$ cat src/rtl/cam_pkg.sv
// Shared widths, defaults and FSM state type for the camera pixel packer.
package cam_pkg;

    localparam int unsigned PIX_W        = 16;
    localparam int unsigned PIX_PER_WORD = 4;
    localparam int unsigned WORD_W       = 64;

    localparam int unsigned FRAME_WORDS_DEF = 76800;
    localparam logic [27:0] BASE_ADDR0_DEF  = 28'h0000000;
    localparam logic [27:0] BASE_ADDR1_DEF  = 28'h0096000;

    typedef enum logic [2:0] {
        ST_IDLE,
        ST_CAPTURE,
        ST_FLUSH,
        ST_DRAIN,
        ST_DONE
    } pack_state_t;

endpackage

$ cat src/rtl/cam_sync_fifo.sv
// Single-clock first-word-fall-through FIFO; dout shows the head entry whenever !empty.
module cam_sync_fifo #(
    parameter int unsigned DEPTH = 16,
    parameter int unsigned WIDTH = 64
) (
    input  logic                     clk,
    input  logic                     rst_n,
    input  logic                     push,
    input  logic [WIDTH-1:0]         din,
    output logic                     full,
    input  logic                     pop,
    output logic [WIDTH-1:0]         dout,
    output logic                     empty,
    output logic [$clog2(DEPTH):0]   count
);

    localparam int unsigned AW = $clog2(DEPTH);
    localparam logic [AW:0] FULL_CNT = (AW+1)'(DEPTH);

    logic [WIDTH-1:0] mem_q [DEPTH];
    logic [AW-1:0]    wr_ptr_q, wr_ptr_d;
    logic [AW-1:0]    rd_ptr_q, rd_ptr_d;
    logic [AW:0]      count_q, count_d;
    logic             do_push, do_pop;

    // A push into a full FIFO is taken when a pop frees the head slot in the same cycle.
    always_comb begin
        do_pop   = pop && (count_q != '0);
        do_push  = push && ((count_q != FULL_CNT) || do_pop);
        wr_ptr_d = do_push ? wr_ptr_q + 1'b1 : wr_ptr_q;
        rd_ptr_d = do_pop  ? rd_ptr_q + 1'b1 : rd_ptr_q;
        count_d  = count_q;
        case ({do_push, do_pop})
            2'b10:   count_d = count_q + 1'b1;
            2'b01:   count_d = count_q - 1'b1;
            default: count_d = count_q;
        endcase
    end

    always_ff @(posedge clk or negedge rst_n) begin
        if (!rst_n) begin
            wr_ptr_q <= '0;
            rd_ptr_q <= '0;
            count_q  <= '0;
        end else begin
            wr_ptr_q <= wr_ptr_d;
            rd_ptr_q <= rd_ptr_d;
            count_q  <= count_d;
        end
    end

    always_ff @(posedge clk) begin
        if (do_push) begin
            mem_q[wr_ptr_q] <= din;
        end
    end

    assign dout  = mem_q[rd_ptr_q];
    assign empty = (count_q == '0);
    assign full  = (count_q == FULL_CNT);
    assign count = count_q;

endmodule

$ cat src/rtl/cam_pixel_packer.sv
// Packs RGB565 pixels four-per-word, queues words in a FWFT FIFO and writes them to DDR.
// Define CAM_PACK_PINGPONG_EN to alternate frames between BASE_ADDR0 and BASE_ADDR1.
module cam_pixel_packer
    import cam_pkg::*;
#(
    parameter int unsigned         FIFO_DEPTH  = 16,
    parameter int unsigned         ADDR_W      = 28,
    parameter int unsigned         FRAME_WORDS = FRAME_WORDS_DEF,
    parameter logic [ADDR_W-1:0]   BASE_ADDR0  = ADDR_W'(BASE_ADDR0_DEF),
    parameter logic [ADDR_W-1:0]   BASE_ADDR1  = ADDR_W'(BASE_ADDR1_DEF)
) (
    input  logic                camera_pclk,
    input  logic                rst_n,
    input  logic                pix_valid,
    input  logic [15:0]         pix_data,
    input  logic                frame_complete,
    output logic                fifo_ready,
    output logic                change_complete,
    output logic                wr_valid,
    input  logic                wr_ready,
    output logic [63:0]         wr_data,
    output logic [ADDR_W-1:0]   wr_addr,
    output logic                wr_last,
    output logic                buf_sel,
    output logic                overflow,
    output logic                short_frame
);

    localparam int unsigned      IDX_W    = $clog2(FRAME_WORDS + 1);
    localparam int unsigned      LANE_W   = $clog2(PIX_PER_WORD);
    localparam logic [IDX_W-1:0] LAST_IDX = IDX_W'(FRAME_WORDS - 1);
    localparam logic [IDX_W-1:0] FULL_IDX = IDX_W'(FRAME_WORDS);

    pack_state_t                  state_q, state_d;
    logic [LANE_W-1:0]            lane_q, lane_d;
    logic [WORD_W-1:0]            pack_q, pack_d;
    logic [WORD_W-1:0]            push_word_q, push_word_d;
    logic                         push_q, push_d;
    logic [IDX_W-1:0]             word_idx_q, word_idx_d;
    logic                         overflow_q, overflow_d;
    logic                         short_q, short_d;
    logic                         buf_sel_q, buf_sel_d;

    logic                         fifo_full, fifo_empty, accept, take_pix;
    logic [WORD_W-1:0]            fifo_dout;
    logic [$clog2(FIFO_DEPTH):0]  fifo_count;
    logic [IDX_W-1:0]             addr_idx;

    cam_sync_fifo #(
        .DEPTH (FIFO_DEPTH),
        .WIDTH (WORD_W)
    ) u_fifo (
        .clk   (camera_pclk),
        .rst_n (rst_n),
        .push  (push_q),
        .din   (push_word_q),
        .full  (fifo_full),
        .pop   (accept),
        .dout  (fifo_dout),
        .empty (fifo_empty),
        .count (fifo_count)
    );

    assign wr_valid = !fifo_empty;
    assign accept   = wr_valid && wr_ready;
    assign take_pix = pix_valid && ((state_q == ST_IDLE) || (state_q == ST_CAPTURE));

    always_comb begin
        state_d     = state_q;
        lane_d      = lane_q;
        pack_d      = pack_q;
        push_d      = 1'b0;
        push_word_d = push_word_q;
        word_idx_d  = word_idx_q;
        overflow_d  = overflow_q;
        short_d     = short_q;
        buf_sel_d   = buf_sel_q;

        // pack_q is cleared after every push so unfilled lanes of a partial word read as zero.
        if (take_pix) begin
            pack_d[32'(lane_q)*PIX_W +: PIX_W] = pix_data;
            if (lane_q == LANE_W'(PIX_PER_WORD - 1)) begin
                push_d      = 1'b1;
                push_word_d = pack_d;
                pack_d      = '0;
                lane_d      = '0;
            end else begin
                lane_d = lane_q + 1'b1;
            end
        end

        if (push_q && fifo_full && !accept) begin
            overflow_d = 1'b1;
        end

        if (accept) begin
            if (word_idx_q == FULL_IDX) begin
                overflow_d = 1'b1;
            end else begin
                word_idx_d = word_idx_q + 1'b1;
            end
        end

        case (state_q)
            ST_IDLE: begin
                if (pix_valid) state_d = ST_CAPTURE;
            end
            ST_CAPTURE: begin
                if (frame_complete) state_d = ST_FLUSH;
            end
            ST_FLUSH: begin
                if (lane_q != '0) begin
                    push_d      = 1'b1;
                    push_word_d = pack_q;
                    pack_d      = '0;
                    lane_d      = '0;
                end
                state_d = ST_DRAIN;
            end
            ST_DRAIN: begin
                if ((fifo_count == '0) && !push_q) begin
                    if (word_idx_q != FULL_IDX) short_d = 1'b1;
                    state_d = ST_DONE;
                end
            end
            ST_DONE: begin
                if (!frame_complete) begin
`ifdef CAM_PACK_PINGPONG_EN
                    buf_sel_d = !buf_sel_q;
`endif
                    word_idx_d = '0;
                    state_d    = ST_IDLE;
                end
            end
            default: state_d = ST_IDLE;
        endcase
    end

    always_ff @(posedge camera_pclk or negedge rst_n) begin
        if (!rst_n) begin
            state_q     <= ST_IDLE;
            lane_q      <= '0;
            pack_q      <= '0;
            push_word_q <= '0;
            push_q      <= 1'b0;
            word_idx_q  <= '0;
            overflow_q  <= 1'b0;
            short_q     <= 1'b0;
            buf_sel_q   <= 1'b0;
        end else begin
            state_q     <= state_d;
            lane_q      <= lane_d;
            pack_q      <= pack_d;
            push_word_q <= push_word_d;
            push_q      <= push_d;
            word_idx_q  <= word_idx_d;
            overflow_q  <= overflow_d;
            short_q     <= short_d;
            buf_sel_q   <= buf_sel_d;
        end
    end

    assign addr_idx        = (word_idx_q == FULL_IDX) ? LAST_IDX : word_idx_q;
    assign wr_addr         = (buf_sel_q ? BASE_ADDR1 : BASE_ADDR0) + (ADDR_W'(addr_idx) << 3);
    assign wr_data         = fifo_dout;
    assign wr_last         = wr_valid && (word_idx_q == LAST_IDX);
    assign fifo_ready      = (state_q == ST_IDLE);
    assign change_complete = (state_q == ST_DONE);
    assign buf_sel         = buf_sel_q;
    assign overflow        = overflow_q;
    assign short_frame     = short_q;

endmodule

$ cat config.mk
export PLATFORM = sky130hd
export DESIGN_NAME = cam_pixel_packer
export DESIGN_NICKNAME = d
export VERILOG_FILES = /design/src/rtl/cam_pkg.sv /design/src/rtl/cam_sync_fifo.sv /design/src/rtl/cam_pixel_packer.sv
export SDC_FILE = /design/constraint.sdc
export NUM_CORES = 1
export LEC_CHECK = 0
export ABC_AREA = 1
export BUFFER_PORTS_ARGS = -buffer_cell sky130_fd_sc_hd__buf_2
export CAP_MARGIN = 20
export CORE_MARGIN = 4
export CORE_UTILIZATION = 55
export DETAILED_ROUTE_END_ITERATION = 7
export GPL_ROUTABILITY_DRIVEN = 0
export PLACE_DENSITY = 0.71
export SLEW_MARGIN = 40
export SYNTH_ARGS = -nofsm -noshare
export SYNTH_HDL_FRONTEND = slang
export SYNTH_SLANG_ARGS = --single-unit
$ cat constraint.sdc
create_clock -name camera_pclk -period 6.41 [get_ports camera_pclk]
set_input_delay 1.282 -clock camera_pclk [delete_from_list [all_inputs] [get_ports camera_pclk]]
set_output_delay 1.282 -clock camera_pclk [all_outputs]
set_load 0.005 [all_outputs]
==> impl_metrics.tcl, run 1 <==
set metrics [dict create \
    r2r.worst_path.cells 8 \
    cts.sinks 1190 \
    drt_wl_total_um 118000 \
    cp-start-kind "flop" \
    grt_pass1_vias 29221 \
    syn_area_sq_mm 0.04840 \
    tns_ps 0 \
    area_growth_pct 11.01 \
    postRouteAntennaNets 0 \
    die-width_um 304.6 \
    viasPerCell 6.257 \
    globalRouteTotalUtil 0.2487 \
    grt_pass1_wl_um 178300 \
    path_clk_slew_ps 60 \
    drt-initial-drc-count 3819 \
    hp-class "flop to flop" \
    most-common-layout-cells "1024 x edfxtp_1, 549 x nor2_1, 295 x o21ai_0" \
    place_ws_ps 2001 \
    max-clock-path-buffers 3 \
    synth-async-reset-ratio 0.1395 \
    ys_warn_count 0 \
    antenna_found_initial 14 \
    num_io_pins 120 \
    cts-buffers-inserted 114 \
    grt_max_degree 170 \
    core_sq_mm 0.08702 \
    fin_crit_sh 0.7665 \
    max_cap_viol_count 0 \
    cp_data_arrival_time_ps 3630 \
    leakagePower_nw 18.74 \
    hold_buffers 0 \
    tightest_slew_ps 846.0 \
    num_rows 108 \
    ys_ff_latch 1190 \
    place_area_sq_mm 0.05000 \
    final_common_cell "edfxtp_1" \
    crit_required_ps 5130 \
    slew_headroom 0.4360 \
    avgSynthCellArea_sq_um 13.65 \
    synth_cell_types 50 \
    clock.fmax_mhz 203.5 \
    setup_slack_ps 1497 \
    worst-path-max-fanout 104 \
    hold_viol 0 \
    path_class "flop to output port" \
    num_vias 30263 \
    fin_crit_ps 4913 \
    htreeDepth 3 \
    synth_cells 3546 \
    die_area_sq_mm 0.09281 \
    slew_viol_final 0 \
    cts_root_buf "clkbuf_16" \
    postCtsSetupBuffers 0 \
    port_buffers 107 \
    drive_above_1_share 0.1043 \
    rsz0062_at_grt "no" \
    min_path_cells 1 \
    grt-ovfl-total 0 \
    yosysSeqAreaShare 0.7212 \
    ir_worst_vdd_mv 0.3140 \
    remaining_drc_errors 0 \
    dpl.hpwl_um 61920 \
    setup_viol 0 \
    initial_core_util 0.5562 \
    die_h_um 304.6 \
    drt_first_pass_iters 8 \
    cts-resized-gates 0 \
    cts_tree "done" \
    worstSkewPairLatency_ps 710 \
    fill_cells 6466 \
    avgRoutedWirePerCell_um 24.40 \
    final.setup_skew_ps 32.43 \
    yosys_most_used_dff "edfxtp_1" \
    final_area_sq_mm 0.05373 \
    power.density_mw_per_mm2 478.5 \
    synth_edf_count 1024 \
    status "complete, no violations" \
    cp-end-kind "output port" \
    layout.nets 3607 \
]
[path summary, 6_finish.rpt]
kind                                   endpoint  slack [ps]                from
worst max-delay path                wr_data[30]        1500  u_fifo.rd_ptr_q[0]
worst min-delay path                short_frame         480         short_frame
worst max register to register   push_word_q[4]        2480           lane_q[0]
worst min register to register      short_frame         480         short_frame
max in group asynchronous       push_word_q[38]        4770               rst_n
min in group asynchronous       push_word_q[45]         510               rst_n
[report_power, final]
part	leakage, nW	switching [W]	internal [W]	total (W)
combinational	5.52	0.00505	0.00256	0.00761
sequential	11.4	0.00147	0.0101	0.0116
clock	1.77	0.00283	0.00366	0.00649
total	18.7	0.00934	0.0164	0.0257
[flip-flops by register name (all words and copies together), names as in the netlist]
register / count
state_q: 3
u_fifo.mem_q: 1024
lane_q: 2
pack_q: 64
word_idx_q: 17
push_q: 1
u_fifo.rd_ptr_q: 4
u_fifo.count: 5
short_frame: 1
push_word_q: 64
overflow: 1
u_fifo.wr_ptr_q: 4
[kinds of logic after synthesis]
kind of cell,count (synthesis),synth area share
other cells,1,0.00007748
buf+inv,406,0.04010
compound gates,792,0.1112
fa+ha+maj,15,0.003878
flops,1190,0.7212
simple gates,930,0.08001
mux,201,0.04157
xor+xnor,11,0.001991
[area by class of cell]
type,instances,area [sq um],share of cell area
antenna,10,25.02,0.0004658
clock buffer,163,3139,0.05843
clock inverter,54,505.5,0.009409
inverter,138,540.5,0.01006
multi-input combinational,1961,11730,0.2184
sequential,1190,34920,0.6499
tap,1155,1445,0.02690
timing repair buffer,166,1418,0.02639
[per-layer routing]
metal | track usage | wire length, um | up-vias
met4 | 0.08609 | 3545 | 6
li1 | - | - | 13453
met5 | 0 | 36 | -
met1 | 0.3513 | 47800 | 15150
met2 | 0.3939 | 55970 | 1425
met3 | 0.04632 | 10660 | 229
[synth_stat cells (4+ instances only)]
cell | count | area (sq um)
inv_1 | 127 | 476.7
a21oi_1 | 11 | 55.05
inv_2 | 8 | 30.03
clkbuf_1 | 138 | 518.0
o21ai_0 | 295 | 1476
a22oi_1 | 66 | 495.5
dfrtp_1 | 166 | 4154
nand4_1 | 11 | 68.82
o22ai_1 | 93 | 581.8
buf_2 | 71 | 355.3
mux2i_1 | 201 | 2012
edfxtp_1 | 1024 | 30750
o21ai_1 | 6 | 30.03
nor4_1 | 4 | 25.02
o311ai_1 | 6 | 52.55
xor2_1 | 9 | 78.83
nor3_1 | 14 | 70.07
nor2_1 | 565 | 2121
buf_6 | 32 | 360.4
o221ai_1 | 201 | 1760
ha_1 | 15 | 187.7
nand3_1 | 135 | 675.7
buf_4 | 22 | 165.2
nand2_1 | 179 | 671.9
buf_1 | 5 | 18.77
o32ai_1 | 52 | 455.4
o311ai_0 | 5 | 43.79
nor2_2 | 4 | 25.02
o211ai_1 | 52 | 390.4
[worst max-delay path: stages, from the launching register on]
cell and delay (ps):
dfrtp_4 650, buf_12 260, inv_12 250, buf_16 400
buf_4 460, nor2_1 80, o221ai_1 200, nand3_1 110
nand2_1 200, buf_2 150
[metrics by stage]
step / hold WS (ps) / utilization / power (W) / instances
detailed placement: 460.7 / 0.5746 / 0.01929 / 4608
global placement: 458.0 / 0.5715 / 0.01899 / 4597
floorplan: 466.3 / - / 0.01644 / 3557
finish: 475.7 / 0.6174 / 0.02571 / 4837
global route: 504.6 / 0.6171 / 0.02704 / 4828
CTS: 476.5 / 0.6164 / 0.02576 / 4825
(Power assumes the default switching activity.)
==> run 2: changes to the inputs <==
--- a/config.mk
+++ b/config.mk
@@ -5,14 +5,14 @@
 export SDC_FILE = /design/constraint.sdc
 export NUM_CORES = 1
 export LEC_CHECK = 0
-export ABC_AREA = 1
+export ABC_AREA = 0
 export BUFFER_PORTS_ARGS = -buffer_cell sky130_fd_sc_hd__buf_2
 export CAP_MARGIN = 20
 export CORE_MARGIN = 4
 export CORE_UTILIZATION = 55
 export DETAILED_ROUTE_END_ITERATION = 7
 export GPL_ROUTABILITY_DRIVEN = 0
-export PLACE_DENSITY = 0.71
+export PLACE_DENSITY = 0.73
 export SLEW_MARGIN = 40
 export SYNTH_ARGS = -nofsm -noshare
 export SYNTH_HDL_FRONTEND = slang
==> constraint.sdc (replaced) <==
create_clock -name camera_pclk -period 4.5 [get_ports camera_pclk]
set_input_delay 0.9 -clock camera_pclk [delete_from_list [all_inputs] [get_ports camera_pclk]]
set_output_delay 0.9 -clock camera_pclk [all_outputs]
set_load 0.005 [all_outputs]
==> run 2 against run 1 <==
Net effect: final area decreased by 0.62%; sequential share of layout area increased by 0.41 points; final cell count decreased by 23%.
==> impl_metrics.tcl, run 2 <==
set metrics [dict create \
    synthTopCellsByArea "edfxtp_1 65%, mux4_2 15%, dfrtp_1 8.8%" \
    crit_chain "buf_4 > mux4_2 > mux4_2 > buf_2" \
    cts.sinks 1190 \
    yosys_most_used_dff "edfxtp_1" \
    cp_data_arrival_time_ps 3310 \
    seqCellArea_sq_mm 0.03492 \
    wl_met1_um 42890 \
    postRouteAntennaNets 0 \
    leakagePower_nw 18.01 \
    ys_ff_latch 1190 \
    synth_cell_types 67 \
    fin_crit_ps 4207 \
    cts-buffers-inserted 112 \
    hp-class "input pin to asynchronous set/reset pin" \
    crit_required_ps 3600 \
    ir_worst_vdd_mv 0.3316 \
    ff2ff_setup_slack_ps 1570 \
    path_class "flop to output port" \
    final_area_sq_mm 0.05339 \
    grt_pass1_vias 25026 \
    netlist.area_leader.share 0.6529 \
    drt_wl_total_um 110000 \
    die-width_um 300.6 \
    drt-initial-drc-count 3041 \
    ys_warn_count 0 \
    r2r-start "u_fifo.count[0]" \
    largest_reg_flops 1024 \
    die_area_sq_mm 0.09037 \
    initial_core_util 0.5540 \
    fill_cells 5584 \
    yosysSeqAreaShare 0.7411 \
    cp-start-kind "flop" \
    max-clock-path-buffers 3 \
    synth_top_cell_by_area "edfxtp_1" \
    antenna_found_initial 16 \
    hold_buffers 0 \
    synth-async-reset-ratio 0.1395 \
    top_layer_used "met5" \
    most-common-layout-cells "1024 x edfxtp_1, 320 x mux4_2, 162 x dfrtp_1" \
    synth_cells 2319 \
    dr_wl_met2_um 54800 \
    avgSynthCellArea_sq_um 20.31 \
    wl_met3_um 9424 \
    whs_ps 93.41 \
    final_util 0.6281 \
    pwr-share-comb 0.252 \
    final_common_cell "edfxtp_1" \
    path_clk_slew_ps 60 \
    largestRegisters "u_fifo.mem_q x1024, pack_q x64, push_word_q x64" \
    worst-path-max-fanout 27 \
    drive_above_1_share 0.2955 \
    tightest_slew_ps 827.7 \
    globalRouteTotalUtil 0.2473 \
    final.setup_skew_ps 18.57 \
    total_power_w 0.03520 \
    layout.nets 2519 \
    p_int_w 0.02460 \
    clock_power_share 0.281 \
    die_h_um 300.6 \
    p_sw_w 0.01059 \
    pwr-share-seq 0.467 \
    regMostFlops "u_fifo.mem_q" \
    worstSkewPairLatency_ps 670 \
    max_cap_viol_count 0 \
    power.density_mw_per_mm2 659.2 \
    setup_viol 0 \
    status "complete, no violations" \
    area_growth_pct 13.37 \
    postCtsSetupBuffers 0 \
    remaining_drc_errors 0 \
    slowest_delay_ps 880 \
    syn_area_sq_mm 0.04709 \
    cpMostUsedCell "mux4_2" \
    num_vias 24140 \
    port_buffers 107 \
    cts_root_buf "clkbuf_16" \
    synth.most_common_cell "edfxtp_1" \
    multi_input_area_sq_mm 0.01123 \
    critPathBufInv 2 \
    hold_viol 0 \
    cts_tree "done" \
    clock.fmax_mhz 237.7 \
    synth_edf_count 1024 \
    num_rows 107 \
    swShare 0.3010 \
    cp-end-kind "output port" \
    drt_first_pass_iters 6 \
    fin_crit_sh 0.9350 \
    slowest_stage "dfrtp_4" \
    r2r_end "u_fifo.mem_q[11][54]" \
    path_delay_family "multiplexers" \
    place_area_sq_mm 0.04935 \
    num_io_pins 120 \
    avgRoutedWirePerCell_um 29.45 \
    rsz0062_at_grt "no" \
    core_sq_mm 0.08501 \
    grt-ovfl-total 0 \
    slew_headroom 0.4482 \
    r2r.worst_path.cells 5 \
    ys_top_cells_by_count "1024 x edfxtp_1, 320 x mux4_2, 166 x dfrtp_1, 97 x inv_1, 81 x a21oi_1" \
    cts-resized-gates 0 \
    grt_pass1_wl_um 164700 \
    grt_max_degree 91 \
    slew_viol_final 0 \
    viasPerCell 6.463 \
    dpl.hpwl_um 58910 \
    htreeDepth 3 \
]
## run 2: how the worst max path moves through the flow
stage,from,end,slack (ps),depth (start not counted)
2_1_floorplan,wr_ready,u_fifo.mem_q[0][0],-720,3
3_3_place_gp,u_fifo.rd_ptr_q[0],wr_data[60],980,4
3_5_place_dp,wr_ready,u_fifo.mem_q[11][58],940,6
4_1_cts,u_fifo.rd_ptr_q[0],wr_data[55],240,4
5_1_grt,word_idx_q[12],wr_addr[3],50,6
6_report,u_fifo.rd_ptr_q[0],wr_data[60],290,4
## run 2: area by class of cell
type	count	area share
Antenna cell	9	0.0004218
Clock buffer	139	0.05826
Clock inverter	74	0.01509
Inverter	98	0.006890
Multi-Input combinational cell	889	0.2103
Sequential cell	1190	0.6540
Tap cell	1144	0.02681
Timing Repair Buffer	192	0.02828
## run 2: power by group through the flow
stage               combinational (W)  sequential [W]  clock [W]
finish                        0.00888          0.0164    0.00988
global route                  0.00952          0.0166     0.0105
CTS                           0.00892          0.0165    0.00999
detailed placement            0.00884          0.0167          0
global placement              0.00870          0.0165          0
floorplan                     0.00650          0.0155          0
## run 2: per-stage QoR
| step | std cells | TNS [ps] | setup slack, ps |
|---|---|---|---|
| after detailed placement | 3509 | 0 | 937.3 |
| after CTS | 3722 | 0 | 236.8 |
| final | 3735 | 0 | 292.5 |
| after floorplan | 2330 | -184670 | -721.4 |
| after global placement | 3506 | 0 | 979.9 |
| after global routing | 3727 | 0 | 54.75 |
## run 2: layer usage
metal | vias up | GRT usage
met4 | 10 | 0.06870
li1 | 9913 | -
met1 | 12838 | 0.3427
met3 | 208 | 0.05306
met2 | 1171 | 0.4060
met5 | - | 0
## run 2: kinds of logic (layout without fill, tap and decap cells)
logic type               after synthesis  count (layout)  share of synthesized area
flip-flops                          1190            1190                     0.7411
adder cells (fa/ha/maj)               15              15                   0.003985
multiplexers                         324             324                     0.1539
AND/OR/NAND/NOR                      204             204                    0.02452
XOR/XNOR                              10              10                   0.001860
AO/OA/AOI/OAI                        324             324                    0.04966
other                                  1              21                 0.00007963
buffers and inverters                251             503                    0.02481
